<file path="src/rtl/pipe_ctrl_if.sv">
// Pipeline-control bundle between pipe_ctrl (master) and the pipeline stages (slave).
// Carries the stall requests and exception inputs, plus the stall/flush/redirect outputs.
interface pipe_ctrl_if;
  logic        stallreq_id;
  logic        stallreq_ex;
  logic        stallreq_mem;
  logic        excp_valid;
  logic        excp_eret;
  logic [31:0] cp0_epc;
  logic        perf_clr;
  logic [5:0]  stall_en;
  logic        flush;
  logic [31:0] new_pc;
  logic [31:0] stall_cycles;
  logic        stall_timeout;

  modport master (
    input  stallreq_id, stallreq_ex, stallreq_mem,
    input  excp_valid, excp_eret, cp0_epc, perf_clr,
    output stall_en, flush, new_pc, stall_cycles, stall_timeout
  );

  modport slave (
    output stallreq_id, stallreq_ex, stallreq_mem,
    output excp_valid, excp_eret, cp0_epc, perf_clr,
    input  stall_en, flush, new_pc, stall_cycles, stall_timeout
  );
endinterface

</file>
<file path="src/rtl/pipe_ctrl.sv">
// Pipeline controller: stall arbitration, exception/ERET flush sequencing,
// stall-cycle performance counter and stuck-stall watchdog.
//
//   state | meaning
//   RUN   | normal operation, a committed exception flushes and redirects
//   HOLD  | post-flush window, exceptions ignored, stalls still arbitrated
module pipe_ctrl #(
  parameter logic [31:0] EXC_VECTOR = 32'h0000_0020,
  parameter int unsigned FLUSH_HOLD = 1,
  parameter int unsigned MAX_STALL  = 1024
) (
  input  logic clk,
  input  logic reset,
  pipe_ctrl_if.master bus
);

  localparam logic [0:0]  ST_RUN    = 1'b0;
  localparam logic [0:0]  ST_HOLD   = 1'b1;
  localparam logic [3:0]  HOLD_INIT = 4'(FLUSH_HOLD);
  localparam logic [15:0] WD_LIMIT  = 16'(MAX_STALL);

  logic [0:0]  state_q;
  logic [3:0]  hold_cnt_q;
  logic [31:0] stall_cycles_q;
  logic [15:0] consec_q;
  logic        timeout_q;

  logic [5:0]  stall_req;
  logic        excp_take;
  logic        flush_c;
  logic [5:0]  stall_en_c;
  logic [31:0] new_pc_c;
  logic        stalling;

  // Thermometer encoding keeps every hold mask of the form 0..01..1.
  always_comb begin
    stall_req = 6'b000000;
    if (bus.stallreq_mem)     stall_req = 6'b011111;
    else if (bus.stallreq_ex) stall_req = 6'b001111;
    else if (bus.stallreq_id) stall_req = 6'b000111;
  end

  always_comb begin
    excp_take  = (state_q == ST_RUN) && bus.excp_valid;
    flush_c    = excp_take && !reset;
    stall_en_c = (reset || excp_take) ? 6'b000000 : stall_req;
    new_pc_c   = 32'h0;
    if (flush_c) new_pc_c = bus.excp_eret ? bus.cp0_epc : EXC_VECTOR;
  end

  assign stalling = stall_en_c[0];

  always_ff @(posedge clk or posedge reset) begin
    if (reset) begin
      state_q    <= ST_RUN;
      hold_cnt_q <= 4'd0;
    end else begin
      case (state_q)
        ST_RUN: begin
          if (excp_take && (HOLD_INIT != 4'd0)) begin
            state_q    <= ST_HOLD;
            hold_cnt_q <= HOLD_INIT;
          end
        end
        default: begin
          if (hold_cnt_q == 4'd1) begin
            state_q    <= ST_RUN;
            hold_cnt_q <= 4'd0;
          end else begin
            hold_cnt_q <= hold_cnt_q - 4'd1;
          end
        end
      endcase
    end
  end

  always_ff @(posedge clk or posedge reset) begin
    if (reset) begin
      stall_cycles_q <= 32'h0;
    end else if (bus.perf_clr) begin
      stall_cycles_q <= 32'h0;
    end else if (stalling && (stall_cycles_q != 32'hFFFF_FFFF)) begin
      stall_cycles_q <= stall_cycles_q + 32'd1;
    end
  end

  // A flush forces stall_en to zero, so the non-stalling branch also covers it.
  always_ff @(posedge clk or posedge reset) begin
    if (reset) begin
      consec_q  <= 16'd0;
      timeout_q <= 1'b0;
    end else if (!stalling) begin
      consec_q <= 16'd0;
    end else if (consec_q != WD_LIMIT) begin
      consec_q <= consec_q + 16'd1;
      if (consec_q == (WD_LIMIT - 16'd1)) timeout_q <= 1'b1;
    end
  end

  assign bus.stall_en      = stall_en_c;
  assign bus.flush         = flush_c;
  assign bus.new_pc        = new_pc_c;
  assign bus.stall_cycles  = stall_cycles_q;
  assign bus.stall_timeout = timeout_q;

endmodule

</file>
<file path="src/flat_wrapper.sv">
// flat-port wrapper written by rule: the top's interface ports become plain ports
module pipe_ctrl_flat 
#(
  parameter logic [31:0] EXC_VECTOR = 32'h0000_0020,
  parameter int unsigned FLUSH_HOLD = 1,
  parameter int unsigned MAX_STALL  = 1024
)
  (clk, reset, bus_stallreq_id, bus_stallreq_ex, bus_stallreq_mem, bus_excp_valid, bus_excp_eret, bus_cp0_epc, bus_perf_clr, bus_stall_en, bus_flush, bus_new_pc, bus_stall_cycles, bus_stall_timeout);
  pipe_ctrl_if bus_i ();
  input  logic clk;
  input  logic reset;
  input wire logic [$bits(bus_i.stallreq_id)-1:0] bus_stallreq_id;
  input wire logic [$bits(bus_i.stallreq_ex)-1:0] bus_stallreq_ex;
  input wire logic [$bits(bus_i.stallreq_mem)-1:0] bus_stallreq_mem;
  input wire logic [$bits(bus_i.excp_valid)-1:0] bus_excp_valid;
  input wire logic [$bits(bus_i.excp_eret)-1:0] bus_excp_eret;
  input wire logic [$bits(bus_i.cp0_epc)-1:0] bus_cp0_epc;
  input wire logic [$bits(bus_i.perf_clr)-1:0] bus_perf_clr;
  output wire logic [$bits(bus_i.stall_en)-1:0] bus_stall_en;
  output wire logic [$bits(bus_i.flush)-1:0] bus_flush;
  output wire logic [$bits(bus_i.new_pc)-1:0] bus_new_pc;
  output wire logic [$bits(bus_i.stall_cycles)-1:0] bus_stall_cycles;
  output wire logic [$bits(bus_i.stall_timeout)-1:0] bus_stall_timeout;
  assign bus_i.stallreq_id = bus_stallreq_id;
  assign bus_i.stallreq_ex = bus_stallreq_ex;
  assign bus_i.stallreq_mem = bus_stallreq_mem;
  assign bus_i.excp_valid = bus_excp_valid;
  assign bus_i.excp_eret = bus_excp_eret;
  assign bus_i.cp0_epc = bus_cp0_epc;
  assign bus_i.perf_clr = bus_perf_clr;
  assign bus_stall_en = bus_i.stall_en;
  assign bus_flush = bus_i.flush;
  assign bus_new_pc = bus_i.new_pc;
  assign bus_stall_cycles = bus_i.stall_cycles;
  assign bus_stall_timeout = bus_i.stall_timeout;
  pipe_ctrl #(.EXC_VECTOR(EXC_VECTOR), .FLUSH_HOLD(FLUSH_HOLD), .MAX_STALL(MAX_STALL)) u_core (.clk(clk), .reset(reset), .bus(bus_i));
endmodule
</file>
<file path="config.mk">
export PLATFORM = sky130hd
export DESIGN_NAME = pipe_ctrl_flat
export DESIGN_NICKNAME = d
export VERILOG_FILES = /design/src/rtl/pipe_ctrl_if.sv /design/src/rtl/pipe_ctrl.sv /design/src/flat_wrapper.sv
export SDC_FILE = /design/constraint.sdc
export NUM_CORES = 1
export LEC_CHECK = 0
export ABC_AREA = 1
export CAP_MARGIN = 20
export CORE_MARGIN = 10
export CORE_UTILIZATION = 40
export DETAILED_ROUTE_END_ITERATION = 6
export HOLD_SLACK_MARGIN = 0.02
export PLACE_DENSITY_LB_ADDON = 0.15
export REMOVE_ABC_BUFFERS = 1
export SLEW_MARGIN = 20
export SYNTH_ARGS = -nofsm -noshare
export SYNTH_HDL_FRONTEND = slang
export SYNTH_SLANG_ARGS = --single-unit
</file>
<file path="constraint.sdc">
create_clock -name clk -period 7.95 [get_ports clk]
set_clock_uncertainty 0.05 [all_clocks]
set_input_delay 1.59 -clock clk [delete_from_list [all_inputs] [get_ports clk]]
set_output_delay 1.59 -clock clk [all_outputs]
set_load 0.05 [all_outputs]
</file>
==> run_summary.xml, run 1 <==
<?xml version="1.0" encoding="UTF-8"?>
<metrics>
  <group name="clocking">
    <metric name="cts_setup_buffers" unit="">0</metric>
    <metric name="cts-resized-gates" unit="">0</metric>
    <metric name="cts.sinks" unit="">54</metric>
    <metric name="cts-buffers-inserted" unit="">5</metric>
    <metric name="cts_root_buf" unit="">clkbuf_8</metric>
    <metric name="ctsHtreeMaxLevel" unit="">2</metric>
    <metric name="clock_path_buffers" unit="">2</metric>
    <metric name="hold_buf_cts" unit="">0</metric>
    <metric name="cts_tree" unit="">yes</metric>
    <metric name="cts.clk_slew.worst_paths" unit="ns">0.11</metric>
    <metric name="worstSkewPairLatency" unit="ns">0.32</metric>
  </group>
  <group name="placement">
    <metric name="place.gp.congestion" unit="">0.857</metric>
    <metric name="placed_cells_incl_taps" unit="">773</metric>
    <metric name="count_of_input_and_output_buffers" unit="">110</metric>
    <metric name="dpl-instance-area" unit="um2">4800</metric>
    <metric name="hpwlAfterDp" unit="mm">8.53</metric>
  </group>
  <group name="timing">
    <metric name="rsz_0062_raised_after_global_routing" unit="">no</metric>
    <metric name="setup-tns-final" unit="ns">0</metric>
    <metric name="fin_hold_ws" unit="ns">0.440</metric>
    <metric name="final_min_period_over_clock_period" unit="%">73.4</metric>
    <metric name="slew_headroom" unit="%">40.2</metric>
    <metric name="final_setup_violation_count" unit="">0</metric>
    <metric name="final_period_minus_worst_setup_slack" unit="ns">5.83</metric>
    <metric name="worst_pin_slew" unit="ns">0.896</metric>
    <metric name="finalMaxSlewViolations" unit="">0</metric>
    <metric name="fmax" unit="MHz">171</metric>
    <metric name="final_report_hold_violation_count" unit="">0</metric>
  </group>
  <group name="finish">
    <metric name="layout_commonest_cell" unit="">nand2_1</metric>
    <metric name="seq_area" unit="um2">1350</metric>
    <metric name="finish.instance_area" unit="um2">4900</metric>
    <metric name="syn_to_final_growth" unit="%">33.9</metric>
    <metric name="final_layout_size_suffix_gt1_share" unit="%">4.61</metric>
    <metric name="most-common-layout-cells" unit="">194 x nand2_1, 109 x nor2_1, 109 x clkdlybuf4s50_1</metric>
    <metric name="antenna_cells" unit="">0</metric>
    <metric name="fin_cells" unit="">781</metric>
    <metric name="layout.nets" unit="">717</metric>
    <metric name="multi_input_comb_area" unit="um2">1980</metric>
    <metric name="n_fill_cell" unit="">889</metric>
  </group>
  <group name="yosys">
    <metric name="synthesis.area_per_instance" unit="um2">6.40</metric>
    <metric name="combinational_family_with_the_most_area_after_synthesis" unit="">simple AND/OR/NAND/NOR gates</metric>
    <metric name="synth_compound_gate_area_share" unit="%">6.69</metric>
    <metric name="postSynth.asyncResetShare" unit="%">100</metric>
    <metric name="synthAdderAreaFrac" unit="%">1.71</metric>
    <metric name="synth_cell_type_count" unit="">33</metric>
    <metric name="synth_ff_type" unit="">dfrtp_1</metric>
    <metric name="synth-warning-count" unit="">0</metric>
    <metric name="ys_seq_elements" unit="">54</metric>
    <metric name="synth_cells" unit="">572</metric>
    <metric name="synth.yosys.seq_area_share" unit="%">36.9</metric>
    <metric name="synth_edf_count" unit="">0</metric>
    <metric name="synth.mux.area_fraction" unit="%">0</metric>
    <metric name="syn-cell-area" unit="um2">3660</metric>
    <metric name="parity_gate_share_of_the_synthesized_area_counting_xor_and_xnor_cells" unit="%">1.67</metric>
    <metric name="synthSimpleGateAreaFrac" unit="%">43.8</metric>
  </group>
  <group name="detailed_routing">
    <metric name="ant_nets" unit="">0</metric>
    <metric name="drt_wl_total" unit="mm">11.2</metric>
    <metric name="routed_via_density" unit="">4.92</metric>
    <metric name="first_pass_iters" unit="">6</metric>
    <metric name="initialDrtViolationCount" unit="">165</metric>
    <metric name="route.detailed.drc" unit="">0</metric>
    <metric name="drt-wirelength-per-cell" unit="um">14.3</metric>
    <metric name="via_count" unit="">3840</metric>
  </group>
  <group name="pwr">
    <metric name="power_report.internal_total" unit="mW">0.435</metric>
    <metric name="power-per-cell-area" unit="nW/um2">140</metric>
    <metric name="p_sw" unit="mW">0.251</metric>
    <metric name="share_seq_of_total_power" unit="%">43.8</metric>
    <metric name="p_leak" unit="nW">2.16</metric>
    <metric name="switching_share" unit="%">36.6</metric>
    <metric name="peakVddDrop" unit="mV">0.0681</metric>
    <metric name="clockPowerShare" unit="%">25.3</metric>
    <metric name="share_comb_of_total_power" unit="%">30.9</metric>
  </group>
  <group name="global_route">
    <metric name="grt_antenna_before_repair" unit="">0</metric>
    <metric name="tot_gr_track_use" unit="%">16.8</metric>
    <metric name="grt_pass1_wl" unit="mm">18.5</metric>
    <metric name="pin_count_of_the_biggest_net_entering_global_routing" unit="">56</metric>
    <metric name="first_global_vias" unit="">3811</metric>
    <metric name="sum_of_overflow_across_all_layers_after_global_routing" unit="">0</metric>
  </group>
  <group name="critical_path">
    <metric name="r2r_setup_slack" unit="ns">5.73</metric>
    <metric name="worstPathMaxFanout" unit="">55</metric>
    <metric name="critPathArrivalTime" unit="ns">4.19</metric>
    <metric name="rr_endpoint" unit="">u_core.bus.stall_cycles[25]</metric>
    <metric name="worstPathRequired" unit="ns">6.31</metric>
    <metric name="worst-setup-path-type" unit="">input pin to output pin</metric>
    <metric name="timing.rr.start" unit="">u_core.state_q</metric>
    <metric name="reg2reg_depth" unit="">8</metric>
    <metric name="worst_setup_path_end_kind" unit="">output pin</metric>
    <metric name="critical_path.startpoint" unit="">reset</metric>
    <metric name="worstSetupEndpoint" unit="">bus_stall_en[2]</metric>
    <metric name="cp-start-kind" unit="">input pin</metric>
  </group>
  <group name="die">
    <metric name="placeableCoreArea" unit="um2">8810</metric>
    <metric name="fp-row-count" unit="">34</metric>
    <metric name="die_h" unit="um">116</metric>
    <metric name="die_width" unit="um">116</metric>
    <metric name="dieArea" unit="um2">13400</metric>
    <metric name="initial_core_util" unit="%">41.6</metric>
    <metric name="num_io_pins" unit="">112</metric>
  </group>
  <group name="hold_path">
    <metric name="holdCritPathClass" unit="">register to register</metric>
  </group>
  <group name="outcome">
    <metric name="outcome" unit="">complete, no violations</metric>
  </group>
  <group name="job">
    <metric name="drv.max_cap_violation_count" unit="">0</metric>
  </group>
</metrics>
## synthesized netlist by cell type (2+ instances only)
| cell | count | area (um2) |
|---|---|---|
| nor2_1 | 109 | 409 |
| o21ai_1 | 5 | 25.0 |
| xor2_1 | 3 | 26.3 |
| nor2_4 | 3 | 33.8 |
| nand3_1 | 37 | 185 |
| nand2_4 | 2 | 22.5 |
| buf_2 | 3 | 15.0 |
| buf_4 | 3 | 22.5 |
| nor3_1 | 12 | 60.1 |
| nand4_1 | 13 | 81.3 |
| inv_1 | 56 | 210 |
| nand2_1 | 194 | 728 |
| buf_6 | 3 | 33.8 |
| dfrtp_1 | 54 | 1350 |
| nand2_2 | 3 | 18.8 |
| ha_1 | 5 | 62.6 |
| o21ai_0 | 20 | 100 |
| a21oi_1 | 15 | 75.1 |
| xnor2_1 | 4 | 35.0 |
| nor2_2 | 4 | 25.0 |
| inv_2 | 3 | 11.3 |
| clkbuf_1 | 8 | 30.0 |
| o22ai_1 | 3 | 18.8 |
## layer usage
| metal | global-route usage [%] | routed length, um | up-vias |
|---|---|---|---|
| li1 | - | - | 1984 |
| met1 | 19.4 | 4670 | 1774 |
| met2 | 30.3 | 5860 | 69 |
| met3 | 3.72 | 496 | 13 |
| met4 | 4.84 | 169 | 0 |
| met5 | 0 | 0 | - |
## worst max-delay path: stages
cell and delay (ns):
clkdlybuf4s50_1 0.43, inv_2 0.05, buf_4 0.54, nand2_1 0.24, nor2_4 0.43, clkdlybuf4s50_1 0.90
## power groups by stage
stage	clock network (mW)	registers (mW)	logic [mW]
6_report	0.173	0.301	0.212
5_1_grt	0.185	0.304	0.233
4_1_cts	0.177	0.301	0.215
3_5_place_dp	0	0.306	0.215
3_3_place_gp	0	0.306	0.210
2_1_floorplan	0	0.309	0.133
## how the worst min path moves through the flow
stage / startpoint / endpoint / slack (ns) / depth (start not counted)
2_1_floorplan: u_core.consec_q[8] / u_core.consec_q[8] / 0.41 / 1
3_3_place_gp: u_core.bus.stall_timeout / u_core.bus.stall_timeout / 0.42 / 1
3_5_place_dp: u_core.bus.stall_timeout / u_core.bus.stall_timeout / 0.42 / 1
4_1_cts: u_core.bus.stall_timeout / u_core.bus.stall_timeout / 0.45 / 1
5_1_grt: u_core.bus.stall_timeout / u_core.bus.stall_timeout / 0.46 / 1
6_report: u_core.bus.stall_timeout / u_core.bus.stall_timeout / 0.44 / 1
## cell type report
cell class	instances	area share (%)
clock inverter	2	0.357
clock buffer	6	1.68
sequential	54	27.6
timing repair buffer	111	22.5
inverter	60	4.69
multi-input combinational	440	40.5
tap	108	2.76
## metrics by stage
| step | util [%] | total power [mW] | setup slack (ns) |
|---|---|---|---|
| 2_1_floorplan | - | 0.442 | 2.31 |
| 3_3_place_gp | 54.5 | 0.515 | 2.05 |
| 3_5_place_dp | 54.5 | 0.521 | 2.01 |
| 4_1_cts | 55.7 | 0.693 | 2.00 |
| 5_1_grt | 55.7 | 0.721 | 1.83 |
| 6_report | 55.7 | 0.686 | 2.12 |
## cells by family (layout without fill, tap and decap cells)
group | Yosys count | after routing
and+or+nand+nor | 381 | 381
buffers and inverters | 78 | 179
adders and majority gates | 5 | 5
AOI/OAI and AO/OA | 46 | 46
other | 1 | 1
xor gates and xnor gates | 7 | 7
DFF | 54 | 54
## sequential cells by signal, indices dropped and copies added, names as in the netlist
| signal | cells |
|---|---|
| u_core.state_q | 1 |
| u_core.bus.stall_cycles | 32 |
| u_core.consec_q | 16 |
| u_core.hold_cnt_q | 4 |
| u_core.bus.stall_timeout | 1 |
Note: power is estimated with default switching activity, not from simulation.
==> run 2: changes to the inputs <==
==> constraint.sdc (replaced) <==
create_clock -name clk -period 5.86 [get_ports clk]
set_clock_uncertainty 0.05 [all_clocks]
set_input_delay 1.172 -clock clk [delete_from_list [all_inputs] [get_ports clk]]
set_output_delay 1.172 -clock clk [all_outputs]
set_load 0.05 [all_outputs]
==> run_summary.xml, run 2 (synthesis gave the netlist of run 1 again) <==
<?xml version="1.0" encoding="UTF-8"?>
<metrics>
  <group name="global_route">
    <metric name="grt_antenna_before_repair" unit="">0</metric>
    <metric name="sum_of_overflow_across_all_layers_after_global_routing" unit="">0</metric>
    <metric name="first_global_vias" unit="">3602</metric>
    <metric name="tot_gr_track_use" unit="%">16.1</metric>
    <metric name="pin_count_of_the_biggest_net_entering_global_routing" unit="">55</metric>
    <metric name="grt_pass1_wl" unit="mm">17.7</metric>
  </group>
  <group name="die">
    <metric name="initial_core_util" unit="%">41.6</metric>
    <metric name="num_io_pins" unit="">112</metric>
    <metric name="dieArea" unit="um2">13400</metric>
    <metric name="die_h" unit="um">116</metric>
    <metric name="placeableCoreArea" unit="um2">8810</metric>
    <metric name="die_width" unit="um">116</metric>
    <metric name="fp-row-count" unit="">34</metric>
  </group>
  <group name="finish">
    <metric name="most-common-layout-cells" unit="">194 x nand2_1, 110 x clkdlybuf4s50_1, 109 x nor2_1</metric>
    <metric name="largest_register_ffs" unit="">32</metric>
    <metric name="syn_to_final_growth" unit="%">34.0</metric>
    <metric name="layout.nets" unit="">717</metric>
    <metric name="layout_commonest_cell" unit="">nand2_1</metric>
    <metric name="antenna_cells" unit="">0</metric>
    <metric name="final_layout_size_suffix_gt1_share" unit="%">4.46</metric>
  </group>
  <group name="clocking">
    <metric name="cts_root_buf" unit="">clkbuf_8</metric>
    <metric name="ctsHtreeMaxLevel" unit="">2</metric>
    <metric name="clock_path_buffers" unit="">2</metric>
    <metric name="cts_tree" unit="">yes</metric>
    <metric name="cts.sinks" unit="">54</metric>
    <metric name="cts.clk_slew.worst_paths" unit="ns">0.10</metric>
    <metric name="cts-resized-gates" unit="">0</metric>
    <metric name="cts_setup_buffers" unit="">0</metric>
    <metric name="hold_buf_cts" unit="">0</metric>
    <metric name="cts-buffers-inserted" unit="">5</metric>
    <metric name="worstSkewPairLatency" unit="ns">0.31</metric>
  </group>
  <group name="placement">
    <metric name="hpwlAfterDp" unit="mm">8.34</metric>
    <metric name="place.gp.congestion" unit="">0.890</metric>
    <metric name="count_of_input_and_output_buffers" unit="">110</metric>
  </group>
  <group name="timing">
    <metric name="slew_headroom" unit="%">34.0</metric>
    <metric name="final_report_hold_violation_count" unit="">0</metric>
    <metric name="worst_pin_slew" unit="ns">0.986</metric>
    <metric name="final_setup_violation_count" unit="">0</metric>
    <metric name="finalMaxSlewViolations" unit="">0</metric>
    <metric name="fin_hold_ws" unit="ns">0.431</metric>
    <metric name="final_period_minus_worst_setup_slack" unit="ns">4.72</metric>
    <metric name="rsz_0062_raised_after_global_routing" unit="">no</metric>
    <metric name="fmax" unit="MHz">212</metric>
    <metric name="final_min_period_over_clock_period" unit="%">80.6</metric>
    <metric name="setup-tns-final" unit="ns">0</metric>
  </group>
  <group name="critical_path">
    <metric name="reg2reg_depth" unit="">8</metric>
    <metric name="worst-setup-path-type" unit="">input pin to output pin</metric>
    <metric name="worstPathMaxFanout" unit="">32</metric>
    <metric name="critPathArrivalTime" unit="ns">3.50</metric>
    <metric name="worst_setup_path_end_kind" unit="">output pin</metric>
    <metric name="cp-start-kind" unit="">input pin</metric>
    <metric name="r2r_setup_slack" unit="ns">3.67</metric>
    <metric name="timing.rr.start" unit="">u_core.state_q</metric>
    <metric name="rr_endpoint" unit="">u_core.bus.stall_cycles[27]</metric>
    <metric name="worstPathRequired" unit="ns">4.64</metric>
  </group>
  <group name="pwr">
    <metric name="peakVddDrop" unit="mV">0.125</metric>
    <metric name="p_leak" unit="nW">2.16</metric>
    <metric name="power-per-cell-area" unit="nW/um2">190</metric>
  </group>
  <group name="detailed_routing">
    <metric name="drt-wirelength-per-cell" unit="um">14.1</metric>
    <metric name="ant_nets" unit="">0</metric>
    <metric name="via_count" unit="">3827</metric>
    <metric name="drt_wl_total" unit="mm">11.0</metric>
    <metric name="routed_via_density" unit="">4.90</metric>
    <metric name="first_pass_iters" unit="">4</metric>
    <metric name="route.detailed.drc" unit="">0</metric>
    <metric name="initialDrtViolationCount" unit="">152</metric>
  </group>
  <group name="hold_path">
    <metric name="holdCritPathClass" unit="">register to register</metric>
    <metric name="timing.hold.worst.start" unit="">u_core.bus.stall_timeout</metric>
    <metric name="cell_count_of_the_worst_hold_path" unit="">1</metric>
    <metric name="hold-path-endpoint" unit="">u_core.bus.stall_timeout</metric>
  </group>
  <group name="job">
    <metric name="drv.max_cap_violation_count" unit="">0</metric>
  </group>
  <group name="outcome">
    <metric name="outcome" unit="">complete, no violations</metric>
  </group>
</metrics>
==> run 2: cell types whose count changed in the layout (fill, tap and decap cells not counted) <==
cell             before  now
buf_2                 1    0
clkdlybuf4s50_1     109  110
==> run 2: cell type report <==
cell class	instances	area, um2
fillers	845	3900
multi-input cells	440	1980
flip-flops and latches	54	1350
repair buffers	111	1110
inverters	60	230
well taps	108	135
clock buffers	6	82.6
clock inverters	2	17.5
==> run 2: worst max-delay path, cell delays in order <==
cell and delay (ns):
clkdlybuf4s50_1 0.49, nand2_1 0.10, nor2_1 0.21, inv_1 0.42
a21oi_1 0.25, clkdlybuf4s50_1 0.85
==> run 2: through the flow <==
| stage | instances | instance area, um2 | power, mW | worst slack (ns) | util, % |
|---|---|---|---|---|---|
| CTS | 781 | 4900 | 0.942 | 1.10 | 55.7 |
| global placement | 773 | 4800 | 0.699 | 1.17 | 54.5 |
| global route | 781 | 4910 | 0.982 | 0.965 | 55.8 |
| floorplan | 554 | 3560 | 0.600 | 1.06 | - |
| detailed placement | 773 | 4800 | 0.708 | 1.10 | 54.5 |
| finish | 781 | 4910 | 0.935 | 1.14 | 55.8 |
==> run 2: worst max-delay path by stage <==
stage / startpoint / end / slack (ns) / depth (start not counted)
2_1_floorplan: reset / bus_stall_en[0] / 1.06 / 3
3_3_place_gp: bus_excp_eret / bus_new_pc[22] / 1.17 / 4
3_5_place_dp: bus_excp_valid / bus_new_pc[5] / 1.10 / 6
4_1_cts: bus_excp_valid / bus_new_pc[5] / 1.10 / 6
5_1_grt: bus_excp_valid / bus_new_pc[10] / 0.97 / 6
6_report: bus_excp_valid / bus_new_pc[5] / 1.14 / 6
==> run 2: report_power, final <==
part           internal, mW  switching (mW)
registers             0.393          0.0153
logic                 0.100           0.190
clock network        0.0979           0.139
==> run 2: metal layers <==
metal | part of all wire (%) | global-route usage, %
met4 | 0.76 | 3.84
met2 | 52 | 29.0
met5 | 0 | 0
met3 | 4.9 | 3.36
met1 | 42 | 19.2
==> run 3: changes to the inputs <==
==> constraint.sdc (replaced) <==
create_clock -name clk -period 4.5 [get_ports clk]
set_clock_uncertainty 0.05 [all_clocks]
set_input_delay 0.9 -clock clk [delete_from_list [all_inputs] [get_ports clk]]
set_output_delay 0.9 -clock clk [all_outputs]
set_load 0.05 [all_outputs]
==> run_summary.xml, run 3 (synthesis gave the netlist of run 1 again) <==
<?xml version="1.0" encoding="UTF-8"?>
<metrics>
  <group name="die">
    <metric name="dieArea" unit="um2">13400</metric>
    <metric name="die_h" unit="um">116</metric>
    <metric name="die_width" unit="um">116</metric>
    <metric name="placeableCoreArea" unit="um2">8810</metric>
    <metric name="num_io_pins" unit="">112</metric>
    <metric name="initial_core_util" unit="%">41.6</metric>
    <metric name="fp-row-count" unit="">34</metric>
  </group>
  <group name="timing">
    <metric name="final_report_hold_violation_count" unit="">0</metric>
    <metric name="final_min_period_over_clock_period" unit="%">90.7</metric>
    <metric name="final_period_minus_worst_setup_slack" unit="ns">4.08</metric>
    <metric name="slew_headroom" unit="%">28.5</metric>
    <metric name="fmax" unit="MHz">245</metric>
    <metric name="setup-tns-final" unit="ns">0</metric>
    <metric name="final_setup_violation_count" unit="">0</metric>
    <metric name="worst_pin_slew" unit="ns">1.07</metric>
    <metric name="finalMaxSlewViolations" unit="">0</metric>
    <metric name="rsz_0062_raised_after_global_routing" unit="">no</metric>
  </group>
  <group name="finish">
    <metric name="antenna_cells" unit="">0</metric>
    <metric name="layout_commonest_cell" unit="">nand2_1</metric>
    <metric name="final_layout_size_suffix_gt1_share" unit="%">5.19</metric>
    <metric name="most-common-layout-cells" unit="">194 x nand2_1, 109 x nor2_1, 106 x clkdlybuf4s50_1</metric>
    <metric name="layout.nets" unit="">718</metric>
    <metric name="finish.instance_area" unit="um2">4900</metric>
    <metric name="syn_to_final_growth" unit="%">33.7</metric>
    <metric name="largest_register_ffs" unit="">32</metric>
  </group>
  <group name="pwr">
    <metric name="peakVddDrop" unit="mV">0.138</metric>
    <metric name="power-per-cell-area" unit="nW/um2">245</metric>
    <metric name="p_leak" unit="nW">2.17</metric>
  </group>
  <group name="critical_path">
    <metric name="worst_setup_path_end_kind" unit="">output pin</metric>
    <metric name="cp_slowest_cell" unit="">clkdlybuf4s50_1</metric>
    <metric name="crit_buf_inv" unit="">3</metric>
    <metric name="worstPathRequired" unit="ns">3.55</metric>
    <metric name="worstPathMaxFanout" unit="">32</metric>
    <metric name="maximum_cell_stage_delay_along_the_critical_path" unit="ns">0.85</metric>
    <metric name="cp-start-kind" unit="">input pin</metric>
    <metric name="worst-setup-path-type" unit="">input pin to output pin</metric>
    <metric name="critical_path.top_delay_family" unit="">buffers and inverters</metric>
    <metric name="critPathArrivalTime" unit="ns">3.13</metric>
    <metric name="timing.critical_path.cells" unit="">clkdlybuf4s50_1 -&gt; nand2_1 -&gt; nor2_1 -&gt; inv_1 -&gt; nor2_1 -&gt; clkdlybuf4s50_1</metric>
  </group>
  <group name="placement">
    <metric name="count_of_input_and_output_buffers" unit="">110</metric>
    <metric name="place.gp.congestion" unit="">0.896</metric>
    <metric name="dpl-instance-area" unit="um2">4800</metric>
    <metric name="hpwlAfterDp" unit="mm">8.50</metric>
  </group>
  <group name="global_route">
    <metric name="sum_of_overflow_across_all_layers_after_global_routing" unit="">0</metric>
    <metric name="grt_pass1_wl" unit="mm">18.1</metric>
    <metric name="first_global_vias" unit="">3844</metric>
    <metric name="tot_gr_track_use" unit="%">16.4</metric>
    <metric name="grt_antenna_before_repair" unit="">0</metric>
    <metric name="pin_count_of_the_biggest_net_entering_global_routing" unit="">55</metric>
  </group>
  <group name="clocking">
    <metric name="cts.sinks" unit="">54</metric>
    <metric name="cts.clk_slew.worst_paths" unit="ns">0.10</metric>
    <metric name="hold_buf_cts" unit="">0</metric>
    <metric name="worstSkewPairLatency" unit="ns">0.31</metric>
    <metric name="cts_root_buf" unit="">clkbuf_8</metric>
    <metric name="clock_path_buffers" unit="">2</metric>
    <metric name="cts_setup_buffers" unit="">0</metric>
    <metric name="cts-resized-gates" unit="">0</metric>
    <metric name="cts-buffers-inserted" unit="">5</metric>
    <metric name="cts_tree" unit="">yes</metric>
    <metric name="ctsHtreeMaxLevel" unit="">2</metric>
  </group>
  <group name="detailed_routing">
    <metric name="via_count" unit="">3811</metric>
    <metric name="routed_via_density" unit="">4.87</metric>
    <metric name="ant_nets" unit="">0</metric>
    <metric name="first_pass_iters" unit="">4</metric>
    <metric name="drt-wirelength-per-cell" unit="um">13.9</metric>
    <metric name="drt_wl_total" unit="mm">10.9</metric>
    <metric name="initialDrtViolationCount" unit="">237</metric>
    <metric name="route.detailed.drc" unit="">0</metric>
  </group>
  <group name="hold_path">
    <metric name="holdCritPathClass" unit="">register to register</metric>
  </group>
  <group name="job">
    <metric name="drv.max_cap_violation_count" unit="">0</metric>
  </group>
  <group name="outcome">
    <metric name="outcome" unit="">complete, no violations</metric>
  </group>
</metrics>
[run 3: stage by stage]
| step | util (%) | std cells | hold slack [ns] | setup slack [ns] | power (mW) |
|---|---|---|---|---|---|
| after CTS | 55.6 | 782 | 0.439 | 0.357 | 1.22 |
| after global routing | 55.6 | 782 | 0.456 | 0.158 | 1.27 |
| after floorplan | - | 554 | 0.408 | 0.182 | 0.781 |
| after detailed placement | 54.5 | 774 | 0.413 | 0.359 | 0.915 |
| final | 55.6 | 782 | 0.429 | 0.421 | 1.20 |
| after global placement | 54.5 | 774 | 0.412 | 0.447 | 0.908 |
[run 3: worst paths after layout]
kind / end / startpoint / cells after the start / slack, ns
worst min register to register: u_core.bus.stall_timeout / u_core.bus.stall_timeout / 1 / 0.43
worst min-delay path: u_core.bus.stall_timeout / u_core.bus.stall_timeout / 1 / 0.43
min in group asynchronous: u_core.consec_q[3] / reset / 3 / 1.09
worst max-delay path: bus_new_pc[24] / bus_excp_valid / 6 / 0.42
max in group asynchronous: u_core.bus.stall_cycles[25] / reset / 3 / 2.86
worst max register to register: u_core.bus.stall_cycles[27] / u_core.state_q / 8 / 2.02
[run 3: where the power goes]
part           leakage (nW)  switching [mW]  internal [mW]
logic                  1.38           0.242          0.128
clock network        0.0478           0.173          0.127
registers             0.744          0.0186          0.512
total                  2.17           0.433          0.767
[run 3: final cells by class]
cell class	count	area, um2
flip-flops and latches	54	1350
fillers	866	3910
multi-input cells	440	1980
clock buffers	6	82.6
well taps	108	135
repair buffers	112	1110
inverters	60	230
clock inverters	2	16.3
[run 3: per-layer routing]
metal  wire, um  track usage (%)
met1       4490             18.7
met2       5740             30.2
met3        441             3.51
met4        208             4.17
met5          0                0
==> patch 1: new RTL, flow settings as in run 2 <==
`FLUSH_HOLD` is set to 1 in 2 places; all go to 0.
--- a/src/rtl/pipe_ctrl.sv
+++ b/src/rtl/pipe_ctrl.sv
@@ -6,7 +6,7 @@
 //   HOLD  | post-flush window, exceptions ignored, stalls still arbitrated
 module pipe_ctrl #(
   parameter logic [31:0] EXC_VECTOR = 32'h0000_0020,
-  parameter int unsigned FLUSH_HOLD = 1,
+  parameter int unsigned FLUSH_HOLD = 0,
   parameter int unsigned MAX_STALL  = 1024
 ) (
   input  logic clk,
--- a/src/flat_wrapper.sv
+++ b/src/flat_wrapper.sv
@@ -2,7 +2,7 @@
 module pipe_ctrl_flat 
 #(
   parameter logic [31:0] EXC_VECTOR = 32'h0000_0020,
-  parameter int unsigned FLUSH_HOLD = 1,
+  parameter int unsigned FLUSH_HOLD = 0,
   parameter int unsigned MAX_STALL  = 1024
 )
   (clk, reset, bus_stallreq_id, bus_stallreq_ex, bus_stallreq_mem, bus_excp_valid, bus_excp_eret, bus_cp0_epc, bus_perf_clr, bus_stall_en, bus_flush, bus_new_pc, bus_stall_cycles, bus_stall_timeout);
Check against the original RTL: not equivalent (Yosys sat finds a counterexample within 4 cycles, from zero or initial values and one cycle with reset high).
==> patch 1 against run 2 <==
- maximum frequency down 5.9%
- worst setup slack worse by 0.30 ns
- wire length up 0.94%
- final area up 0.31%
- sequential cell count unchanged
- synthesized area up 0.27%
- critical path depth unchanged
Power is not compared: it rests on default switching activity, and its combinational part moved more than twofold at a synthesized area within 25%.
==> patch 1: results (changes against run 2) <==
[run_status]
status=finished clean

[placement]
globalplace.congestion=0.859  ; -3.5%
dp_hpwl_um=8630  ; +3.4%
dpl_cell_area_sq_um=4830  ; +0.63%

[clock_tree]
insertion_delay_ns=0.32
htreeDepth=2  ; unchanged

[route]
met3_length_um=380  ; -29%
drtIter0Drc=224  ; +47%
m1WireLength_um=4560  ; -2.1%
post_drt_wl_per_cell_um=14.0  ; -0.58%
wl_met2_um=6010  ; +4.5%
dr_total_vias=3857  ; +0.78%
first_pass_iters=5  ; +1

[worst_setup_path]
slowest_stage=clkdlybuf4s50_1
rr_startpoint=u_core.bus.stall_cycles[0]
reg2regPathDepth=11  ; +3
reg2reg_to=u_core.bus.stall_cycles[26]

[synthesis]
synth_compound_gate_area_share_pct=7.49  ; +0.80 points
synthXorXnorAreaFrac_pct=1.91  ; +0.23 points
synth_cell_types=35  ; +6.1%
synthTopCellsByArea=dfrtp_1 37%, nand2_1 21%, nor2_1 12%
async_flop_share_pct=100  ; unchanged
ys_seq_area_share_pct=36.8  ; -0.10 points
synth_common_cells=201 x nand2_1, 117 x nor2_1, 57 x inv_1
synth_adder_area_share_pct=1.70  ; -0.0047 points

[finish]
final_layout_size_suffix_gt1_share_pct=3.65  ; -0.81 points
nets=729  ; +1.7%
fill_cells=886  ; +4.9%

[global_route]
grt_pass1_vias=3677  ; +2.1%
grt_use_met2_pct=29.9  ; +0.93 points
globalRouteMet1Util_pct=19.5  ; +0.28 points
use_met3_pct=2.64  ; -0.72 points

[sta]
hold_ws_ns=0.443  ; +0.0122 ns
slew_headroom_pct=37.6  ; +3.6 points

[patch 1: cell count changes after synthesis, moves of 2 or more]
cell,change
nor2_2,-2
a21oi_1,+5
o21bai_1,+2
o22ai_1,-3
xnor2_1,-2
xor2_1,+3
nand2_1,+7
nor2_1,+8
nand3_1,-2
nand4_1,-5
nor3_1,-2
o21ai_0,-2
o21ai_1,+3
[patch 1: through the flow]
stage          total power, W  setup slack [ns]  std cells  utilization [%]
3_5_place_dp         0.000510             0.884        785             54.6
3_3_place_gp         0.000510             0.994        785             54.6
5_1_grt              0.000756             0.774        793             55.7
6_report             0.000727             0.843        793             55.7
2_1_floorplan        0.000448             0.559        564                -
4_1_cts              0.000736             0.878        793             55.7
[patch 1: cell type report]
type                    count  area [sq um]  share of cell area [%]
clock buffers               5          68.8                    1.40
well taps                 108           135                    2.74
multi-input cells         449          1990                    40.4
inverters                  61           230                    4.67
clock inverters             3          23.8                   0.483
repair buffers            113          1120                    22.8
flip-flops and latches     54          1350                    27.4
==> patch 2: new RTL, config.mk and constraints of run 2 <==
Made on the original files. Make the reset (`reset`) synchronous in 3 clocked blocks.
--- a/src/rtl/pipe_ctrl.sv
+++ b/src/rtl/pipe_ctrl.sv
@@ -50,7 +50,7 @@
 
   assign stalling = stall_en_c[0];
 
-  always_ff @(posedge clk or posedge reset) begin
+  always_ff @(posedge clk) begin
     if (reset) begin
       state_q    <= ST_RUN;
       hold_cnt_q <= 4'd0;
@@ -74,7 +74,7 @@
     end
   end
 
-  always_ff @(posedge clk or posedge reset) begin
+  always_ff @(posedge clk) begin
     if (reset) begin
       stall_cycles_q <= 32'h0;
     end else if (bus.perf_clr) begin
@@ -85,7 +85,7 @@
   end
 
   // A flush forces stall_en to zero, so the non-stalling branch also covers it.
-  always_ff @(posedge clk or posedge reset) begin
+  always_ff @(posedge clk) begin
     if (reset) begin
       consec_q  <= 16'd0;
       timeout_q <= 1'b0;
Function: differs if reset is asserted again (counterexample within 4 cycles, from zero or initial values and one cycle with reset high); with reset held inactive, the same outputs for 10 cycles.
==> patch 2 against run 2 <==
- total power shrank 19%
- first-iteration DRC count grew 53%
- sequential power shrank 7.6%
- via count shrank 2.2%
- worst setup slack gained 0.0038 ns
- critical path type unchanged
- sequential share of layout area shrank 4.1 points
- highest routed layer unchanged
- sequential cell count is the same
- largest cell class unchanged
- synthesized cell count shrank 2.6%
- clock power shrank 3%
- synthesized area shrank 7.5%
- wire length shrank 7.5%
- final area shrank 6.0%
- non-clock buffer count grew 1
==> patch 2: results (changes against run 2) <==
[run_status]
status=finished clean

[placement]
dpl_cell_area_sq_um=4520  ; -5.9%
preCtsSetupSlack_ns=1.13  ; +0.0304 ns
dp_cells=755  ; -2.3%
dp_hpwl_um=8100  ; -2.9%
globalplace.congestion=0.906  ; +1.8%

[finish]
buffers=112  ; +0.90%
fill_cells=808  ; -4.4%
num-nonclk-inverters=63  ; +5.0%
multi_input_area_sq_um=1950  ; -1.6%
final_util_pct=56.2  ; +0.42 points
buf_share_pct=24.2  ; +1.6 points
seq_area_sq_um=1080  ; -20%
nets=702  ; -2.1%
clock_cell_area_share_pct=2.14  ; +0.10 points

[route]
drtIter0Drc=232  ; +53%
routed_wl_um=10200  ; -7.5%
wl_met2_um=4340  ; -25%
first_pass_iters=5  ; +1
post_drt_wl_per_cell_um=13.4  ; -5.3%
met3_length_um=1010  ; +88%
drt-vias-per-instance=4.90  ; about the same
m1WireLength_um=4760  ; +2.2%

[synthesis]
synth_adder_area_share_pct=1.85  ; +0.14 points
ys_seq_area_share_pct=31.9  ; -5.0 points
synth_compound_gate_area_share_pct=8.79  ; +2.1 points
netlist_instances=557  ; -2.6%

[global_route]
grt_first_pass_wirelength_um=17000  ; -3.5%
grt_max_degree=34  ; -38%
grt_pass1_vias=3445  ; -4.4%

[sta]
layout_min_cycle_time_ns=4.72  ; -0.00381 ns
hold_ws_ns=0.438  ; +0.00669 ns

[worst_setup_path]
r2r_setup_slack_ns=3.81  ; +0.14 ns

[pwr]
leakage_nw=1.79  ; -17%
peakVddDrop_mv=0.0845  ; -32%

## patch 2: cell types whose count changed after synthesis, moves of 4 or more
cell             run 2  this run
o21ai_1              5         1
clkbuf_1             8         4
o21ai_0             20        13
nand4_1             13         8
nor2_1             109       131
nor2_4               3         7
nand2_1            194       142
dfxtp_1              0        54
a21oi_1             15        41
dfrtp_1             54         0
## patch 2: power by group through the flow
stage               clock, W  combinational, W  sequential (W)
finish              0.000229          0.000147        0.000378
CTS                 0.000238          0.000149        0.000378
floorplan                  0         0.0000831        0.000388
global route        0.000254          0.000161        0.000379
detailed placement         0          0.000148        0.000387
global placement           0          0.000145        0.000386
## patch 2: worst paths after layout
path	cells past startpoint	startpoint	end
hold reg to reg	2	u_core.hold_cnt_q[1]	u_core.hold_cnt_q[1]
setup reg to reg	10	u_core.bus.stall_cycles[0]	u_core.bus.stall_cycles[2]
setup / recovery	5	reset	bus_new_pc[18]
hold / removal	2	u_core.hold_cnt_q[1]	u_core.hold_cnt_q[1]
